==> src/rtl/hwag_core.sv <==
// Crank/cam front end for a 60-2 trigger wheel: tooth period capture, missing-tooth
// gap detection, revolution qualification and cam phase search, ending in hwag_start.
module hwag_core #(
   parameter int TIMER_W = 24,
   parameter int TEETH   = 58,
   parameter int GAP_NUM = 3,
   parameter int GAP_DEN = 2
) (
   input  logic clk,
   input  logic rst,
   input  logic cap,
   input  logic cam,
   output logic second_edge,
   output logic hwag_start
);

   // state      | meaning
   // IDLE       | no tooth seen since reset or stall
   // MEASURE    | first tooth seen, waiting for a valid period
   // SEARCH     | periods valid, hunting for the missing-tooth gap
   // CHECK      | gap found, confirming the next gap lands a full revolution later
   // CRANK_SYNC | crank position qualified, waiting for a gap with cam low
   // SYNCED     | crank and cam phase locked, hwag_start asserted
   typedef enum logic [2:0] {
      IDLE       = 3'd0,
      MEASURE    = 3'd1,
      SEARCH     = 3'd2,
      CHECK      = 3'd3,
      CRANK_SYNC = 3'd4,
      SYNCED     = 3'd5
   } state_t;

   localparam int MW = TIMER_W + 8;
   localparam logic [TIMER_W-1:0] T_MAX = '1;
   localparam logic [5:0] LAST_TOOTH = 6'(TEETH - 1);

   state_t state, state_nxt;

   logic cap_s1, cap_s2, cap_s3;
   logic cam_s1, cam_s2;
   logic tooth, stall, timer_sat, gap, gap_pos_ok;
   logic [TIMER_W-1:0] timer;
   logic [TIMER_W-1:0] cur_period;
   logic [TIMER_W:0]   timer_inc;
   logic [TIMER_W-1:0] cur_next;
   logic [MW-1:0]      lhs, rhs;
   logic [5:0]         tooth_cnt;
   logic [1:0]         edge_cnt, edge_cnt_nxt;

   always_ff @(posedge clk or negedge rst) begin
      if (!rst) begin
         cap_s1 <= 1'b0;
         cap_s2 <= 1'b0;
         cap_s3 <= 1'b0;
         cam_s1 <= 1'b0;
         cam_s2 <= 1'b0;
      end else begin
         cap_s1 <= cap;
         cap_s2 <= cap_s1;
         cap_s3 <= cap_s2;
         cam_s1 <= cam;
         cam_s2 <= cam_s1;
      end
   end

   assign tooth     = cap_s2 & ~cap_s3;
   assign timer_sat = (timer == T_MAX);
   assign stall     = timer_sat & ~tooth;
   assign timer_inc = {1'b0, timer} + {{TIMER_W{1'b0}}, 1'b1};
   // A period longer than the timer range is pinned at full scale instead of wrapping small.
   assign cur_next  = timer_sat ? T_MAX : timer_inc[TIMER_W-1:0];

   // cur_period still holds the previous period at the moment a new tooth is compared.
   assign lhs        = MW'(timer_inc) * MW'(GAP_DEN);
   assign rhs        = MW'(cur_period) * MW'(GAP_NUM);
   assign gap        = tooth & (edge_cnt == 2'd2) & (lhs > rhs);
   assign gap_pos_ok = (tooth_cnt == LAST_TOOTH);

   always_ff @(posedge clk or negedge rst) begin
      if (!rst) begin
         timer      <= '0;
         cur_period <= '0;
         tooth_cnt  <= '0;
      end else begin
         if (tooth) begin
            timer      <= '0;
            cur_period <= cur_next;
         end else if (!timer_sat) begin
            timer <= timer_inc[TIMER_W-1:0];
         end
         if (gap)
            tooth_cnt <= '0;
         else if (tooth && (tooth_cnt != 6'h3f))
            tooth_cnt <= tooth_cnt + 6'd1;
      end
   end

   always_comb begin
      state_nxt    = state;
      edge_cnt_nxt = edge_cnt;
      if (state == IDLE)
         edge_cnt_nxt = tooth ? 2'd1 : 2'd0;
      else if (tooth && (edge_cnt != 2'd2))
         edge_cnt_nxt = edge_cnt + 2'd1;

      case (state)
         IDLE:    if (tooth) state_nxt = MEASURE;
         MEASURE: if (second_edge) state_nxt = SEARCH;
         SEARCH:  if (gap) state_nxt = CHECK;
         CHECK, CRANK_SYNC, SYNCED: begin
            if (gap) begin
               if (!gap_pos_ok)
                  state_nxt = SEARCH;
               else if (state == CHECK)
                  state_nxt = CRANK_SYNC;
               else if (state == CRANK_SYNC && !cam_s2)
                  state_nxt = SYNCED;
            end else if (tooth && gap_pos_ok) begin
               state_nxt = SEARCH;
            end
         end
         default: state_nxt = IDLE;
      endcase

      if (stall) begin
         state_nxt    = IDLE;
         edge_cnt_nxt = 2'd0;
      end
   end

   always_ff @(posedge clk or negedge rst) begin
      if (!rst) begin
         state       <= IDLE;
         edge_cnt    <= 2'd0;
         second_edge <= 1'b0;
         hwag_start  <= 1'b0;
      end else begin
         state       <= state_nxt;
         edge_cnt    <= edge_cnt_nxt;
         second_edge <= (edge_cnt_nxt == 2'd2);
         hwag_start  <= (state_nxt == SYNCED);
      end
   end

endmodule

==> config.mk <==
export PLATFORM = sky130hd
export DESIGN_NAME = hwag_core
export DESIGN_NICKNAME = d
export VERILOG_FILES = /design/src/rtl/hwag_core.sv
export SDC_FILE = /design/constraint.sdc
export NUM_CORES = 1
export LEC_CHECK = 0
export BUFFER_PORTS_ARGS = -buffer_cell sky130_fd_sc_hd__buf_4
export CAP_MARGIN = 20
export CORE_MARGIN = 2
export CORE_UTILIZATION = 55
export DETAILED_ROUTE_END_ITERATION = 7
export HOLD_SLACK_MARGIN = 0.15
export PLACE_DENSITY = 0.81
export SLEW_MARGIN = 25
export SYNTH_ARGS = -nofsm -noshare
export SYNTH_HDL_FRONTEND = slang
export SYNTH_SLANG_ARGS = --single-unit
export TNS_END_PERCENT = 100
==> constraint.sdc <==
create_clock -name clk -period 4.31 [get_ports clk]
set_clock_uncertainty 0.1 [all_clocks]
set_input_delay 0.6465 -clock clk [delete_from_list [all_inputs] [get_ports clk]]
set_output_delay 0.6465 -clock clk [all_outputs]
set_load 0.02 [all_outputs]
==> reports/results.ini, run 1 <==
[hold_path]
hp-class=flip-flop to flip-flop
min_from=cam_s1$_DFF_PN0_

[yosys]
synth_largest_area_cell=dfrtp_1
synth.distinct_cells=50
synthFlopType=dfrtp_1
synth_nets=581
yosysSeqAreaShare=0.358
ys_ff_latch=66
netlist_area_sq_um=4610
synth-edff-count=0
avgSynthCellArea_sq_um=8.80
async_flop_share=1.00
ys_warn_count=0
synth_top_area_frac=0.358
synthTopCellsByArea=dfrtp_1 (36%), ha_1 (14%), nor2_1 (6.8%), xnor2_1 (5.5%), nand2_1 (4.2%)
synthesis.instances=524

[placed_design]
dp_hpwl_mm=7.34
gp_congestion=0.936
io_buffers=5
dp_slack_ns=-0.163

[critical_path]
crit_fanout=6
critPathCaptureType=flip-flop
r2r-start=cur_period[1]$_DFFE_PN0P_
rrSetupSlack_ns=-0.15
critPathLaunch=cur_period[1]$_DFFE_PN0P_
r2r_end=state[1]$_DFF_PN0_
crit_path_max_incr_delay_ns=0.57
cp.depth=19
crit_family=compound AO/OA/AOI/OAI gates
cpMostUsedCell=o21a_4
worstRegToRegCells=19
cp.arrival_ns=4.59
cp.required_ns=4.44
critical_path_class=flip-flop to flip-flop
crit_end=state[1]$_DFF_PN0_
worst-path-buf-inv=0
crit_slowest_cell=or4_4
cp_cell_sequence=ha_4 > fa_2 > a211oi_2 > o21bai_1 > a21o_1 > a31o_2 > o21a_4 > a31oi_4 > a21oi_2 > xor2_1 > ha_1 > nand4_1 > or4_4 > nor2_4 > o2bb2ai_2 > o21a_4 > nor2_2 > a221oi_2 > nor3_1
start_kind=flip-flop

[global_route]
overflow=0
grt_pass1_wl_mm=17.7
grt_pass1_vias=3842
grt_start_max_net_pins=67
grt_usage=0.252
antenna_found_initial=0

[run_status]
status=finished, violations left
violations=negative setup slack

[routing]
first_iter_violations=205
wl_mm=10.8
vias_per_cell=5.92
routedWlPerCell_um=16.4
firstDrtPassIters=5
drc=0
ant_nets=0
via_count=3884

[die]
chipWidth_um=95.6
rows=33
die_area_sq_um=9140
core_sq_um=8180
die_h_um=95.6
start_util=0.564
io_pins=6

[timing]
hold_viol=0
finalMaxSlewViolations=0
grt_setup_unrepaired=true
relSlewSlack=0.451
max_freq_ghz=0.224
worstMarginPinSlew_ns=0.823
fin_crit_ns=4.46
fin_crit_sh=1.03
fin_ws_ns=-0.150
setup_viol=10

[cells_and_area]
multiInputGateArea_sq_um=2960
nNetsFinal=603
nFillCells=645
antenna_cells=0
regArea_sq_um=1650
area_growth_pct=13.0
drive_above_1_share=0.143

[clock_tree]
clk_pin_slew_ns=0.08
clk_path_buf_depth=2
clk_latency_ns=0.36
cts_root_buf=clkbuf_8
holdBufCountCts=0
cts_num_sinks=66
htree_levels=3
numCtsBuffers=9
cts_tree=yes

[pwr]
vdd_drop_max_mv=0.349
p_leak_nw=2.52
finalPower_mw=1.97
power.density_nw_per_um2=379

[flow_run]
cap_violations=0

==> per-stage QoR <==
stage	TNS (ns)	instance area (sq um)	utilization	hold WS [ns]	cells
floorplan	0	4620	-	0.231	524
global placement	0	4850	0.593	0.237	637
detailed placement	-0.468	4850	0.593	0.236	637
finish	-1.27	5210	0.637	0.255	656
CTS	0	5100	0.624	0.259	654
global route	-2.80	5210	0.637	0.261	656
==> worst min path at each step <==
stage	endpoint	depth (start not counted)
after floorplan	cam_s2$_DFF_PN0_	0
after global placement	cam_s2$_DFF_PN0_	0
after detailed placement	cap_s2$_DFF_PN0_	0
after CTS	cam_s2$_DFF_PN0_	0
after global routing	cam_s2$_DFF_PN0_	0
final	cam_s2$_DFF_PN0_	0
==> logic make-up after synthesis <==
group / after synthesis / share of synthesized area
DFF: 66 / 0.358
adders and majority gates: 53 / 0.145
muxes: 3 / 0.00678
AOI/OAI and AO/OA: 131 / 0.176
buffers and inverters: 30 / 0.0312
and+or+nand+nor: 190 / 0.186
xor gates and xnor gates: 51 / 0.0968
==> cell type report <==
class | instances | area share
multi-input combinational | 428 | 0.568
sequential | 66 | 0.317
timing repair buffer | 27 | 0.0396
clock buffer | 10 | 0.0264
tap | 105 | 0.0252
clock inverter | 6 | 0.0127
inverter | 14 | 0.0110
==> cells in the final DEF (no fill, tap or decap), types with 5 or more instances in the layout <==
cell type  instances
nand3_1           11
buf_4             26
xor2_1            22
clkbuf_8          10
nor2_1            79
nand4_1            6
nand2b_1           6
a21oi_1           29
a21o_1            17
a21oi_2            6
ha_1              51
o21ai_0           34
inv_1             13
nor3_1             5
xnor2_1           29
and3_1             8
o21ai_1            8
nand2_1           52
dfrtp_1           65
==> report_power, final <==
| part | leakage [nW] | internal, mW | switching (mW) | total [mW] |
|---|---|---|---|---|
| Clock | 0.0945 | 0.282 | 0.257 | 0.540 |
| Combinational | 1.55 | 0.318 | 0.338 | 0.656 |
| Sequential | 0.883 | 0.692 | 0.0871 | 0.779 |
==> routing by layer <==
layer | vias to the layer above | routed length (um) | GRT usage
met1 | 1864 | 4690 | 0.308
met2 | 106 | 5240 | 0.416
met3 | 32 | 518 | 0.0775
met4 | 0 | 321 | 0.0976
li1 | 1882 | - | -
met5 | - | 0 | 0
==> what timing repair did <==
item | in CTS | in global routing
gates cloned | 0 | 0
endpoints found under the setup margin | 10 | 10
resized for setup | 12 | 19
setup buffers | 1 | 2
pin swaps | 5 | 21
==> state kept, by name, indices dropped and copies added, names as in the netlist, 2 cells and up <==
name        count
state           3
timer          24
edge_cnt        2
cur_period     24
tooth_cnt       6
==> cells in the mapped netlist (all sizes together), types with 12 or more instances <==
cell / number
inv: 13
a21o: 17
nor2: 84
nand3: 12
ha: 52
dfrtp: 66
xor2: 22
nand2: 52
a21oi: 35
xnor2: 29
o21ai: 44
Power figures use the tool's default switching activity.
==> inputs of run 2 (changes only) <==
- SETUP_SLACK_MARGIN: not set -> 0.05
==> run 2 against run 1 <==
The flow still finishes with violations (negative setup slack); worst setup slack gained 0.016 ns; global-route usage is 0.61 points higher; combinational power down 2%; power up 3.8%; via count up 2.4%; die area unchanged; register-to-register slack improved by 0.02 ns; worst hold slack gained 0.0059 ns; critical path depth unchanged; critical path type unchanged; largest power group unchanged.
==> reports/results.ini, run 2 (synthesized netlist as in run 1, its figures left out) <==
[critical_path]
cp.arrival_ns=4.57  ; -0.02 ns
cp_cell_sequence=ha_4 > fa_2 > a211oi_2 > o21bai_1 > a21o_1 > a31o_2 > o21a_4 > a31oi_4 > a21oi_2 > xor2_1 > ha_1 > nand4_1 > or4_4 > nor2_4 > o2bb2ai_2 > o21a_4 > nor2_1 > a221oi_2 > nor3_1
critical_path_class=flip-flop to flip-flop
crit_slowest_cell=or4_4
critPathCaptureType=flip-flop
worst-path-buf-inv=0  ; unchanged
crit_fanout=6  ; unchanged
cp.required_ns=4.44  ; about the same
cpMostUsedCell=o21a_4
crit_family=compound AO/OA/AOI/OAI gates
crit_path_max_incr_delay_ns=0.59  ; +0.02 ns
start_kind=flip-flop

[global_route]
grt_pass1_wl_mm=18.2  ; +2.6%
grt_start_max_net_pins=67  ; unchanged
grt_pass1_vias=3889  ; +1.2%
overflow=0  ; unchanged
antenna_found_initial=0  ; unchanged
grt_usage=0.258  ; +0.00612

[timing]
max_freq_ghz=0.225  ; +0.35%
setup_viol=10  ; unchanged
hold_viol=0  ; unchanged
fin_ws_ns=-0.134  ; +0.0157 ns
relSlewSlack=0.444  ; -0.00736
worstMarginPinSlew_ns=0.834  ; +0.0110 ns
fin_crit_sh=1.03  ; -0.00365
fin_crit_ns=4.44  ; -0.0157 ns
grt_setup_unrepaired=true
hold_ws_ns=0.260  ; +0.00585 ns
finalMaxSlewViolations=0  ; unchanged

[cells_and_area]
area_growth_pct=13.4
mostFrequentLayoutCell=nor2_1
drive_above_1_share=0.132  ; -0.0116
antenna_cells=0  ; unchanged
nNetsFinal=606  ; +0.50%
reg_top3=cur_period x24, timer x24, tooth_cnt x6
layout_common_cells=nor2_1 (83), dfrtp_1 (65), nand2_1 (52)
fin_cells=659  ; +0.46%

[clock_tree]
clk_latency_ns=0.36  ; about the same
htree_levels=3  ; unchanged
cts_num_sinks=66  ; unchanged
holdBufCountCts=0  ; unchanged
numCtsBuffers=9  ; unchanged
cts_tree=yes
clk_pin_slew_ns=0.08  ; about the same
clk_path_buf_depth=2  ; unchanged
cts_root_buf=clkbuf_8

[pwr]
power.density_nw_per_um2=392  ; +3.4%
p_leak_nw=2.56  ; +1.5%
vdd_drop_max_mv=0.383  ; +9.7%

[placed_design]
dp_hpwl_mm=7.44  ; +1.4%
placedCellCount=639  ; +0.31%
gp_congestion=0.882  ; -5.7%
io_buffers=5  ; unchanged

[routing]
first_iter_violations=249  ; +21%
wl_mm=10.8  ; +0.50%
vias_per_cell=6.04  ; +2.0%
drc=0  ; unchanged
routedWlPerCell_um=16.4  ; about the same
ant_nets=0  ; unchanged
firstDrtPassIters=4  ; -1
via_count=3979  ; +2.4%

[run_status]
status=finished, violations left
violations=negative setup slack

[hold_path]
hp-class=flip-flop to flip-flop

[die]
chipWidth_um=95.6  ; unchanged
die_h_um=95.6  ; unchanged
start_util=0.564  ; unchanged
die_area_sq_um=9140  ; unchanged
core_sq_um=8180  ; unchanged
rows=33  ; unchanged
io_pins=6  ; unchanged

[flow_run]
cap_violations=0  ; unchanged

run 2: per-stage QoR:
step | setup TNS [ns] | instance area [sq um] | util | power, mW | worst slack [ns]
after global routing | -2.80 | 5230 | 0.640 | 2.18 | -0.354
after CTS | -0.0616 | 5180 | 0.634 | 2.03 | -0.0344
final | -1.03 | 5230 | 0.640 | 2.05 | -0.134
after global placement | 0 | 4870 | 0.595 | 1.36 | 0.0100
after detailed placement | -0.630 | 4870 | 0.595 | 1.39 | -0.155
after floorplan | 0 | 4630 | - | 1.20 | 0.0569
run 2: worst register-to-register path: stages, from the launching register on:
cell	delay, ns
dfrtp_2	0.46
ha_4	0.18
fa_2	0.35
a211oi_2	0.26
o21bai_1	0.10
a21o_1	0.18
a31o_2	0.22
o21a_4	0.22
a31oi_4	0.20
a21oi_2	0.09
xor2_1	0.15
ha_1	0.31
nand4_1	0.13
or4_4	0.59
nor2_4	0.12
o2bb2ai_2	0.13
o21a_4	0.19
nor2_1	0.07
a221oi_2	0.18
nor3_1	0.07
run 2: repair_timing:
action / in CTS / in global routing
pin swaps: 10 / 12
buffers inserted: 4 / 0
endpoints found under the setup margin: 10 / 10
cloned: 0 / 0
gates resized for setup: 13 / 9
run 2: final timing paths:
kind,startpoint,end,slack [ns],depth (start not counted)
min in group asynchronous,rst,second_edge$_DFF_PN0_,0.29,1
max in group asynchronous,rst,cur_period[1]$_DFFE_PN0P_,3.25,1
max reg2reg,cur_period[1]$_DFFE_PN0P_,state[1]$_DFF_PN0_,-0.13,19
min reg2reg,cap_s1$_DFF_PN0_,cap_s2$_DFF_PN0_,0.26,0
min,cap_s1$_DFF_PN0_,cap_s2$_DFF_PN0_,0.26,0
max,cur_period[1]$_DFFE_PN0P_,state[1]$_DFF_PN0_,-0.13,19
run 2: layer usage:
layer  wire length, um  global-route usage  vias to the layer above
met3               574              0.0387                       29
met4               259               0.117                        0
met5                 0                   0                        -
met1              4580               0.332                     1920
li1                  -                   -                     1896
met2              5410               0.429                      134
run 2: power by group:
part	total, mW	leakage (nW)	switching [mW]	internal [mW]
sequential	0.785	0.883	0.0932	0.691
clock	0.620	0.116	0.260	0.360
combinational	0.644	1.56	0.331	0.313
run 2: cell type report:
class / count / area, sq um
clock buffers: 11 / 151
clock inverters: 5 / 85.1
fillers: 643 / 2950
inverters: 14 / 57.6
multi-input cells: 428 / 2920
flip-flops and latches: 66 / 1650
well taps: 105 / 131
repair buffers: 30 / 229
==> inputs of run 3 (changes only) <==
- PLACE_DENSITY: 0.81 -> 0.78
- clock period: 4.31 -> 4.6 ns (I/O delays scaled with it)
==> run 3 against run 2 <==
The run now ends clean; core utilization shrank 0.96 points; critical endpoint unchanged; final area shrank 1.5%; sequential power shrank 6.8%; final cell count shrank 1.7%; combinational power shrank 9.6%; largest cell class unchanged; clock-buffer cell count is the same; largest power group unchanged; routed wire length shrank 8.4%.
==> reports/results.ini, run 3 (synthesized netlist as in run 1, its figures left out) <==
[pwr]
p_switching_mw=0.629  ; -8.0%
sw_frac_of_total=0.343  ; +0.00891
p_leak_nw=2.49  ; -2.9%
p_clk_frac=0.284  ; -0.019
power_frac_comb=0.317  ; +0.003
finalPower_mw=1.84  ; -10%
sequentialPowerShare=0.399  ; +0.016
vdd_drop_max_mv=0.301  ; -21%
p_int_mw=1.21  ; -12%
power.density_nw_per_um2=356  ; -9.0%

[clock_tree]
cts_tree=yes
holdBufCountCts=0  ; unchanged
cts_num_sinks=66  ; unchanged
cts_root_buf=clkbuf_8
clk_path_buf_depth=2  ; unchanged
clk_latency_ns=0.37  ; about the same
clk_pin_slew_ns=0.09  ; about the same
numCtsBuffers=9  ; unchanged
htree_levels=3  ; unchanged

[routing]
via_count=3748  ; -5.8%
firstDrtPassIters=4  ; unchanged
ant_nets=0  ; unchanged
vias_per_cell=5.78  ; -4.2%
drc=0  ; unchanged
first_iter_violations=246  ; -1.2%
routedWlPerCell_um=15.3  ; -6.9%
wl_mm=9.91  ; -8.4%

[die]
start_util=0.564  ; unchanged
die_h_um=95.6  ; unchanged
rows=33  ; unchanged
chipWidth_um=95.6  ; unchanged
core_sq_um=8180  ; unchanged
io_pins=6  ; unchanged
die_area_sq_um=9140  ; unchanged

[timing]
setup_viol=0  ; -10
setup-tns-final_ns=0  ; +1.03 ns
relSlewSlack=0.443  ; about the same
worstMarginPinSlew_ns=0.835  ; +0.000539 ns
grt_setup_unrepaired=true
fin_crit_sh=0.966  ; -0.0649
finalMaxSlewViolations=0  ; unchanged
hold_viol=0  ; unchanged
max_freq_ghz=0.225  ; about the same
fin_crit_ns=4.44  ; +0.000565 ns

[global_route]
grt_pass1_vias=3639  ; -6.4%
overflow=0  ; unchanged
grt_busiest_layer=met2
grt_pass1_wl_mm=16.9  ; -7.2%
antenna_found_initial=0  ; unchanged
met1_usage=0.323  ; -0.00907
use_met3=0.0403  ; +0.00158
grt_start_max_net_pins=67  ; unchanged
grt_usage=0.239  ; -0.0192
grt_use_met2=0.372  ; -0.0571

[cells_and_area]
area_growth_pct=11.7
mostFrequentLayoutCell=nor2_1
final_core_util=0.630  ; -0.00964
drive_above_1_share=0.122  ; -0.0102
fin_cells=648  ; -1.7%
nNetsFinal=595  ; -1.8%
layout_common_cells=nor2_1 (82), dfrtp_1 (66), nand2_1 (52)
nFillCells=668  ; +3.9%
antenna_cells=0  ; unchanged
final_cell_area_sq_um=5150  ; -1.5%
reg_top3=cur_period x24, timer x24, tooth_cnt x6

[placed_design]
io_buffers=5  ; unchanged
dp_hpwl_mm=7.13  ; -4.3%
gp_congestion=0.877  ; -0.58%
post_dp_cell_area_sq_um=4780  ; -1.8%
placedCellCount=629  ; -1.6%

[critical_path]
crit_path_max_incr_delay_ns=0.56  ; -0.03 ns
cp_cell_sequence=ha_4 > fa_2 > a211oi_2 > o21bai_1 > a21o_1 > a31o_4 > o21a_4 > a31oi_4 > buf_6 > xor2_2 > ha_1 > nand4_1 > or4_4 > nor2_4 > o2bb2ai_2 > o21a_4 > nor2_2 > a221oi_2 > nor3_1
worst-path-buf-inv=1  ; +1
critPathCaptureType=flip-flop
critical_path_class=flip-flop to flip-flop
crit_family=compound AO/OA/AOI/OAI gates
cp.required_ns=4.73  ; +0.29 ns
crit_fanout=7  ; +1
crit_slowest_cell=or4_4
cp.arrival_ns=4.57  ; about the same
cpMostUsedCell=o21a_4
start_kind=flip-flop

[flow_run]
cap_violations=0  ; unchanged

[hold_path]
hp-class=flip-flop to flip-flop

[run_status]
status=completed

## run 3: worst paths after layout
| path | start | to | slack, ns | cells after the start |
|---|---|---|---|---|
| max | cur_period[0]$_DFFE_PN0P_ | state[1]$_DFF_PN0_ | 0.16 | 19 |
| min | cap_s1$_DFF_PN0_ | cap_s2$_DFF_PN0_ | 0.26 | 0 |
| max reg2reg | cur_period[0]$_DFFE_PN0P_ | state[1]$_DFF_PN0_ | 0.16 | 19 |
| min reg2reg | cap_s1$_DFF_PN0_ | cap_s2$_DFF_PN0_ | 0.26 | 0 |
| max in group asynchronous | rst | timer[12]$_DFFE_PN0P_ | 3.51 | 1 |
| min in group asynchronous | rst | tooth_cnt[3]$_DFFE_PN0P_ | 0.29 | 1 |
## run 3: area by class of cell
class | count | area [sq um] | share of cell area
repair buffers | 19 | 146 | 0.0284
clock inverters | 5 | 62.6 | 0.0121
multi-input cells | 428 | 2950 | 0.573
clock buffers | 11 | 151 | 0.0294
well taps | 105 | 131 | 0.0255
flip-flops and latches | 66 | 1650 | 0.321
inverters | 14 | 57.6 | 0.0112
## run 3: what timing repair did
action                                  in CTS  in global routing
endpoints found under the setup margin      10                 10
setup buffers                                0                  3
gates resized for setup                      7                 23
pin swaps                                    1                 14
## run 3: worst reg2reg max path, cell delays in order, from the launching register on
cell and delay (ns):
dfrtp_1 0.43, ha_4 0.19, fa_2 0.41, a211oi_2 0.25
o21bai_1 0.09, a21o_1 0.21, a31o_4 0.24, o21a_4 0.21
a31oi_4 0.22, buf_6 0.13, xor2_2 0.05, ha_1 0.32
nand4_1 0.13, or4_4 0.56, nor2_4 0.12, o2bb2ai_2 0.12
o21a_4 0.20, nor2_2 0.06, a221oi_2 0.17, nor3_1 0.08
## run 3: metrics by stage
stage / setup slack, ns / hold WS [ns]
2_1_floorplan: 0.0570 / 0.231
3_3_place_gp: 0.0421 / 0.240
3_5_place_dp: -0.0501 / 0.242
4_1_cts: 0.102 / 0.267
5_1_grt: -0.0235 / 0.274
6_report: 0.155 / 0.262
## run 3: metal layers
| metal | wire length (um) | vias to the layer above |
|---|---|---|
| met2 | 4700 | 72 |
| li1 | - | 1876 |
| met4 | 297 | 0 |
| met3 | 436 | 25 |
| met1 | 4480 | 1775 |
| met5 | 0 | - |
## run 3: power groups by stage
stage / Clock (mW) / Sequential, mW / Combinational (mW)
after CTS: 0.532 / 0.727 / 0.542
after global routing: 0.558 / 0.744 / 0.661
after detailed placement: 0 / 0.736 / 0.525
final: 0.522 / 0.732 / 0.582
after global placement: 0 / 0.732 / 0.505
after floorplan: 0 / 0.719 / 0.400
